===== config.mk =====
export PLATFORM = sky130hd
export DESIGN_NAME = pkt_input_arbiter
export DESIGN_NICKNAME = d
export VERILOG_FILES = /design/src/rtl/pkt_input_arbiter.sv
export SDC_FILE = /design/constraint.sdc
export NUM_CORES = 1
export LEC_CHECK = 0
export ABC_AREA = 0
export CAP_MARGIN = 25
export CORE_ASPECT_RATIO = 1.2
export CORE_MARGIN = 2
export CORE_UTILIZATION = 38
export CTS_BUF_LIST = sky130_fd_sc_hd__clkbuf_8
export CTS_CLUSTER_DIAMETER = 200
export DETAILED_ROUTE_END_ITERATION = 12
export GPL_TIMING_DRIVEN = 1
export PLACE_DENSITY = 0.81
export SYNTH_ARGS = -nofsm -noshare
export SYNTH_HDL_FRONTEND = slang
export SYNTH_SLANG_ARGS = --single-unit

===== constraint.sdc =====
create_clock -name i_clock -period 1.8 [get_ports i_clock]
set_input_delay 0.45 -clock i_clock [delete_from_list [all_inputs] [get_ports i_clock]]
set_output_delay 0.45 -clock i_clock [all_outputs]
set_load 0.01 [all_outputs]

===== src/rtl/pkt_input_arbiter.sv =====
// Two-port packet input arbiter. It grants one input port at a time, forwards
// that port's words to the header parser one cycle after acceptance, and keeps
// packets whole. Round-robin fairness is kept by remembering the last port served.
module pkt_input_arbiter #(
  parameter int DATA_WIDTH = 64,
  parameter int CTRL_WIDTH = DATA_WIDTH / 8,
  parameter int CNT_WIDTH  = 16
) (
  input  logic                  i_clock,
  input  logic                  i_reset,
  input  logic                  in0_req,
  input  logic [DATA_WIDTH-1:0] in0_data,
  input  logic [CTRL_WIDTH-1:0] in0_ctrl,
  input  logic                  in0_wr,
  output logic                  in0_rdy,
  input  logic                  in1_req,
  input  logic [DATA_WIDTH-1:0] in1_data,
  input  logic [CTRL_WIDTH-1:0] in1_ctrl,
  input  logic                  in1_wr,
  output logic                  in1_rdy,
  output logic [DATA_WIDTH-1:0] out_data,
  output logic [CTRL_WIDTH-1:0] out_ctrl,
  output logic                  out_wr,
  input  logic                  out_rdy,
  output logic [1:0]            o_grant,
  output logic [CNT_WIDTH-1:0]  pkt_count0,
  output logic [CNT_WIDTH-1:0]  pkt_count1
);

  typedef enum logic [1:0] {
    IDLE = 2'd0,
    HDR  = 2'd1,
    BODY = 2'd2
  } state_t;

  state_t                state_reg, state_next;
  logic [1:0]            grant_reg, grant_next;
  logic                  last_served_reg, last_served_next;
  logic                  out_wr_reg;
  logic [DATA_WIDTH-1:0] out_data_reg;
  logic [CTRL_WIDTH-1:0] out_ctrl_reg;
  logic [CNT_WIDTH-1:0]  cnt_reg [2];

  logic [1:0]            req_vec;
  logic [1:0]            wr_vec;
  logic [1:0]            rdy_vec;
  logic                  accept;
  logic                  eop;
  logic [DATA_WIDTH-1:0] sel_data;
  logic [CTRL_WIDTH-1:0] sel_ctrl;

  assign req_vec = {in1_req, in0_req};
  assign wr_vec  = {in1_wr, in0_wr};

  // Only the owner sees ready, and only while downstream can take a word.
  genvar gi;
  generate
    for (gi = 0; gi < 2; gi++) begin : g_port
      assign rdy_vec[gi] = grant_reg[gi] & out_rdy;

      // Per-port packet counter, wraps naturally at all-ones.
      always_ff @(posedge i_clock) begin
        if (i_reset) begin
          cnt_reg[gi] <= '0;
        end else if (eop && grant_reg[gi]) begin
          cnt_reg[gi] <= cnt_reg[gi] + {{(CNT_WIDTH-1){1'b0}}, 1'b1};
        end
      end
    end
  endgenerate

  assign in0_rdy    = rdy_vec[0];
  assign in1_rdy    = rdy_vec[1];
  assign accept     = |(rdy_vec & wr_vec);
  assign sel_data   = grant_reg[1] ? in1_data : in0_data;
  assign sel_ctrl   = grant_reg[1] ? in1_ctrl : in0_ctrl;
  assign o_grant    = grant_reg;
  assign out_wr     = out_wr_reg;
  assign out_data   = out_data_reg;
  assign out_ctrl   = out_ctrl_reg;
  assign pkt_count0 = cnt_reg[0];
  assign pkt_count1 = cnt_reg[1];

  // Arbitration state, owner and round-robin pointer.
  always_ff @(posedge i_clock) begin
    if (i_reset) begin
      state_reg       <= IDLE;
      grant_reg       <= 2'b00;
      last_served_reg <= 1'b1;
    end else begin
      state_reg       <= state_next;
      grant_reg       <= grant_next;
      last_served_reg <= last_served_next;
    end
  end

  // Next-state: grant in IDLE, leave header on first ctrl==0 word,
  // close the packet on the first ctrl!=0 word in the body.
  always_comb begin
    state_next       = state_reg;
    grant_next       = grant_reg;
    last_served_next = last_served_reg;
    eop              = 1'b0;
    case (state_reg)
      IDLE: begin
        if (|req_vec) begin
          state_next = HDR;
          if (&req_vec) begin
            grant_next = last_served_reg ? 2'b01 : 2'b10;
          end else begin
            grant_next = req_vec;
          end
        end
      end
      HDR: begin
        if (accept && (sel_ctrl == '0)) begin
          state_next = BODY;
        end
      end
      BODY: begin
        if (accept && (sel_ctrl != '0)) begin
          eop              = 1'b1;
          state_next       = IDLE;
          grant_next       = 2'b00;
          last_served_next = grant_reg[1];
        end
      end
      default: begin
        state_next = IDLE;
        grant_next = 2'b00;
      end
    endcase
  end

  // Registered output stage: one cycle after acceptance, data held otherwise.
  always_ff @(posedge i_clock) begin
    if (i_reset) begin
      out_wr_reg   <= 1'b0;
      out_data_reg <= '0;
      out_ctrl_reg <= '0;
    end else begin
      out_wr_reg <= accept;
      if (accept) begin
        out_data_reg <= sel_data;
        out_ctrl_reg <= sel_ctrl;
      end
    end
  end

endmodule


-- Word-level counts from Yosys, hierarchy flattened
Memory sizes are Yosys's and may differ from the RTL's.
Index checks and enable logic that the tools add are counted.
- bits in registers: 78
- word-level logic and storage cells: 55
- bits in writable memories: 32
- output and inout bits: 109
- input bits: 151
- memories kept: 1
- multiplexer cells: 22
- equal/unequal tests: 5
- reductions and logical operators: 13
- bitwise gates (word level): 6
- add/sub/neg operators: 2
- memories (name ; words ; bits a word ; read ports ; clocked after Yosys merged registers in ; wr ports ; RTL line ; RTL):
    cnt_reg ; 2 ; 16 ; 2 ; 0 ; 2 ; 42 ; logic [CNT_WIDTH-1:0] cnt_reg [2];
- operator list (cell ; number):
    $mux W64 ; 1
    $add A16 B1 Y16 const B ; 2
    $mux W16 ; 2
    $mux W2 ; 6
    $pmux W2 S3 ; 2
    $mux W1 ; 10
    $logic_not A8 Y1 ; 1
    $mux W8 ; 1
    $reduce_bool A8 Y1 ; 1
    $ne A2 B2 Y1 const B ; 3
    $reduce_and A3 Y1 ; 2
    $logic_and A1 B1 Y1 ; 4
    $reduce_and A2 Y1 ; 2
    $reduce_or A2 Y1 ; 2
    $and A1 B1 Y1 ; 2
    $and A2 B2 Y2 ; 1
    $eq A2 B1 Y1 const B ; 1
    $eq A2 B2 Y1 const B ; 1
    $logic_not A2 Y1 ; 1
    $or A1 B1 Y1 ; 2
    $not A1 Y1 ; 1

-- Depth between registers and ports, before layout
- word-level depth: 11
- depth in mapped cells: 6
- gate-level depth less buffers: 5

-- Least setup slack after synthesis
Ideal clock, no wire load.
- path kind: input-to-reg
- from: input port in1_ctrl[6]
- to: memory cnt_reg[0][0] (enable)
- path buffers: 0
- arrival time: 1.545 ns
- required time: 1.519 ns
- setup slack: -0.026 ns
- stages on the path: 4
- setup time: 0.281 ns
- path through: nor4_2 -> a211oi_4 -> a41o_1 -> a31o_2
- RTL lines (item ; RTL line ; RTL):
    start: declaration ; 18 ; input logic [CTRL_WIDTH-1:0] in1_ctrl,
    end: declaration ; 42 ;

==> run summary <==
CELLS AND AREA
------------------------------------------------------------------------------------------------------
Final instance area                                                                           8732 µm²
Filler cells                                                                                      1037
Diodes inserted                                                                                      0
Number of flip-flops under the largest register name                                                64
Proportion of layout cells with a drive suffix above 1                                          0.1253
Nets                                                                                               970
Layout Area Growth over Synthesis                                                               68.05%

DRT
------------------------------------------------------------------------------------------------------
Total wire length after detailed routing                                                      16740 µm
Via density                                                                                      5.118
Antenna Violating Nets Remaining                                                                     0
DR DRC count                                                                                         0
Violation count after the first detailed-routing iteration                                         265
Initial DRT Pass Iterations                                                                          5
Total via count in the routed design                                                              5067
Avg WL per Cell                                                                               16.91 µm

POWER
------------------------------------------------------------------------------------------------------
Worst vdd rail ir drop                                                                       0.3445 mV
Final total power                                                                              5332 µW
Ratio of total power to cell area                                                         610.6 nW/µm²
Leakage Power                                                                              0.003525 µW

STA
------------------------------------------------------------------------------------------------------
Max-slew violation count                                                                             0
Achievable frequency                                                                         549.3 MHz
Worst-case setup margin in the final layout                                                -0.02051 ns
Min Tclk post-route                                                                           1.821 ns
Count of final setup violators                                                                      14
Hold Vio Cnt, Final                                                                                  0
Post-route clock period utilization                                                              1.011
Slew at the pin with the worst max-slew slack                                                0.7333 ns
Final Skew                                                                                 0.008836 ns
Max transition margin                                                                           0.5112

YOSYS
------------------------------------------------------------------------------------------------------
Yosys cell types                                                                                    42
Mean instance size in the synthesized netlist                                                9.993 µm²
Dominant register cell in the synthesized netlist                                         sky130_fd_sc_hd__dfxtp_1
Asr flop ratio synth                                                                                 0
Synthesized net count                                                                              673
Sequential-to-total area share from yosys stat                                                  0.4854
Number of instances in the synthesized netlist                                                     520
Cell area after technology mapping                                                            5196 µm²
Number of warnings issued by yosys                                                                   0
Total of flip-flops plus latches after synthesis                                                   110
Number of enable-type register cells in the synthesized netlist                                     32

CRITICAL PATH
------------------------------------------------------------------------------------------------------
Max stage delay cell, worst path                                                          sky130_fd_sc_hd__nor4_4
Worst Path Arrival                                                                             1.94 ns
Worst path max stage delay                                                                     0.31 ns
Largest fanout on the critical path                                                                  8
CP Buf/Inv Count                                                                                     3
Data required, critical path                                                                   1.92 ns
Cell family with most CP delay                                                            compound AO/OA/AOI/OAI gates
Most repeated library cell on the critical path                                           sky130_fd_sc_hd__buf_4
Endpoint class of the critical path                                                          flip-flop
CP Class                                                                                  input pin to flip-flop
Startpoint type of the worst setup path                                                      input pin
Cell Chain, Critical Path                                                                 dlygate4sd2_1, nor4_4, buf_4, buf_4, nand2_1, a41o_1, a31o_2

GLOBAL ROUTING
------------------------------------------------------------------------------------------------------
Met3 track demand over resource                                                                0.05471
Global-route met1 utilization                                                                   0.2394
Global-route wire length before repair                                                        25030 µm
Antenna violations before repair                                                                     1
Remaining global-route overflow                                                                      0
Met2 global-route usage                                                                         0.4029
Most Crowded Layer GR                                                                             met2
Overall global routing resource usage                                                           0.2139
Number of global-route vias before repair                                                         4981
Largest net degree at the start of global routing                                                   71

CLOCK TREE
------------------------------------------------------------------------------------------------------
Maximum buffer depth of the clock tree                                                               2
H-tree levels                                                                                        3
Clock net sink count                                                                               110
Clock transition at the register clock pins on the worst setup and hold paths after CTS        0.11 ns
Worst skew pair latency                                                                        0.37 ns
Number of buffers added by the clock tree synthesis step                                             9
CTS tree                                                                                           yes
Library cell used as clock root buffer                                                    sky130_fd_sc_hd__clkbuf_8

FLOORPLAN
------------------------------------------------------------------------------------------------------
Number of placed I/O pins                                                                          260
Initial Util                                                                                    0.3908
Die H                                                                                         132.1 µm
Die footprint                                                                                14630 µm²
Row cnt                                                                                             46
Placeable core area                                                                          13300 µm²
Horiz. Die Dim                                                                                110.8 µm

PLACEMENT
------------------------------------------------------------------------------------------------------
Final RePlAce weighted congestion                                                               0.8858
Quantity of I/O buffers inserted on ports                                                          259
Half-perimeter wire length after detailed placement                                           12520 µm
Instance area after placement                                                                 8130 µm²

MIN PATH
------------------------------------------------------------------------------------------------------
Min-delay worst type                                                                      input pin to flip-flop

RUN
------------------------------------------------------------------------------------------------------
Max-cap check violation count                                                                        0

RUN STATUS
------------------------------------------------------------------------------------------------------
Result of the run                                                                         finished, violations left
Violated checks                                                                           negative setup slack

## through the flow
step / worst slack [ns] / hold WS [ns] / instances / utilization / TNS (ns)
2_1_floorplan: 0.05485 / 0.4858 / 520 / - / 0
3_3_place_gp: -0.5893 / 0.4870 / 940 / 0.6115 / -53.86
3_5_place_dp: -0.6296 / 0.4899 / 940 / 0.6115 / -60.17
4_1_cts: -0.009482 / 0.4091 / 984 / 0.6410 / -0.08207
5_1_grt: -0.01026 / 0.4212 / 990 / 0.6568 / -0.07496
6_report: -0.02051 / 0.4327 / 990 / 0.6568 / -0.1807
## cell usage in the layout (no fill, tap or decap), drive strengths merged, types with 6 or more instances in the layout
master / count
xnor2: 23
clkbuf: 10
mux2i: 72
dlygate4sd2: 20
nor4: 13
edfxtp: 32
a211oi: 73
nand4: 7
nor2: 113
clkdlybuf4s50: 202
inv: 14
nor3: 6
nand2: 12
buf: 60
nand3: 10
dfxtp: 78
dlymetal6s2s: 35
## layout make-up
type,instances,area [µm²],share of cell area
inverter,10,37.54,0.004299
multi-input combinational,367,2610,0.2989
sequential,110,2526,0.2893
timing repair buffer,319,3168,0.3628
clock buffer,9,123.9,0.01419
tap,168,210.2,0.02407
clock inverter,7,56.30,0.006448
## where the power goes
group / internal (µW) / switching, µW / total, µW
clock: 525 / 871 / 1400
sequential: 2660 / 68.4 / 2730
combinational: 703 / 503 / 1210
## cell families (layout without fill, tap and decap cells)
kind of cell | Yosys count | after routing | share of synthesized area
simple gates | 174 | 175 | 0.1519
flops | 110 | 110 | 0.4854
compound gates | 90 | 91 | 0.1341
mux | 72 | 72 | 0.1387
buf+inv | 45 | 345 | 0.03949
xor+xnor | 27 | 27 | 0.04551
fa+ha+maj | 2 | 2 | 0.004815
## path summary, 6_finish.rpt
path / start / endpoint / slack, ns / cells after the start
max: in0_ctrl[5] / cnt_reg[0][7] / -0.02 / 7
min reg2reg: out_data[21] / out_data[21] / 0.50 / 2
min: i_reset / o_grant[1] / 0.43 / 2
max reg2reg: o_grant[1] / cnt_reg[0][15] / 0.04 / 6
## repair_timing
action	4_1_cts	5_1_grt
buffers inserted	26	5
gates cloned	2	1
pin swaps	5	3
hold endpoints to repair	0	0
endpoints found under the setup margin	98	113
hold buffers	0	0
gates resized for setup	27	45
## per-layer routing
metal  vias to the layer above  share of wire
met4                         2          0.010
met1                      2366           0.38
li1                       2487              -
met5                         -         0.0010
met3                        16          0.065
met2                       196           0.54
## cells in the mapped netlist, drive strengths merged, types with 10 or more instances
cell type / count / area share
clkbuf: 11 / 0.0079
dfxtp: 78 / 0.30
nor4: 13 / 0.018
mux2i: 72 / 0.14
nand2: 12 / 0.0092
buf: 24 / 0.024
inv: 10 / 0.0072
edfxtp: 32 / 0.18
xnor2: 23 / 0.039
nand3: 10 / 0.0096
nor2: 113 / 0.082
a211oi: 73 / 0.11
Power figures use the tool's default switching activity.
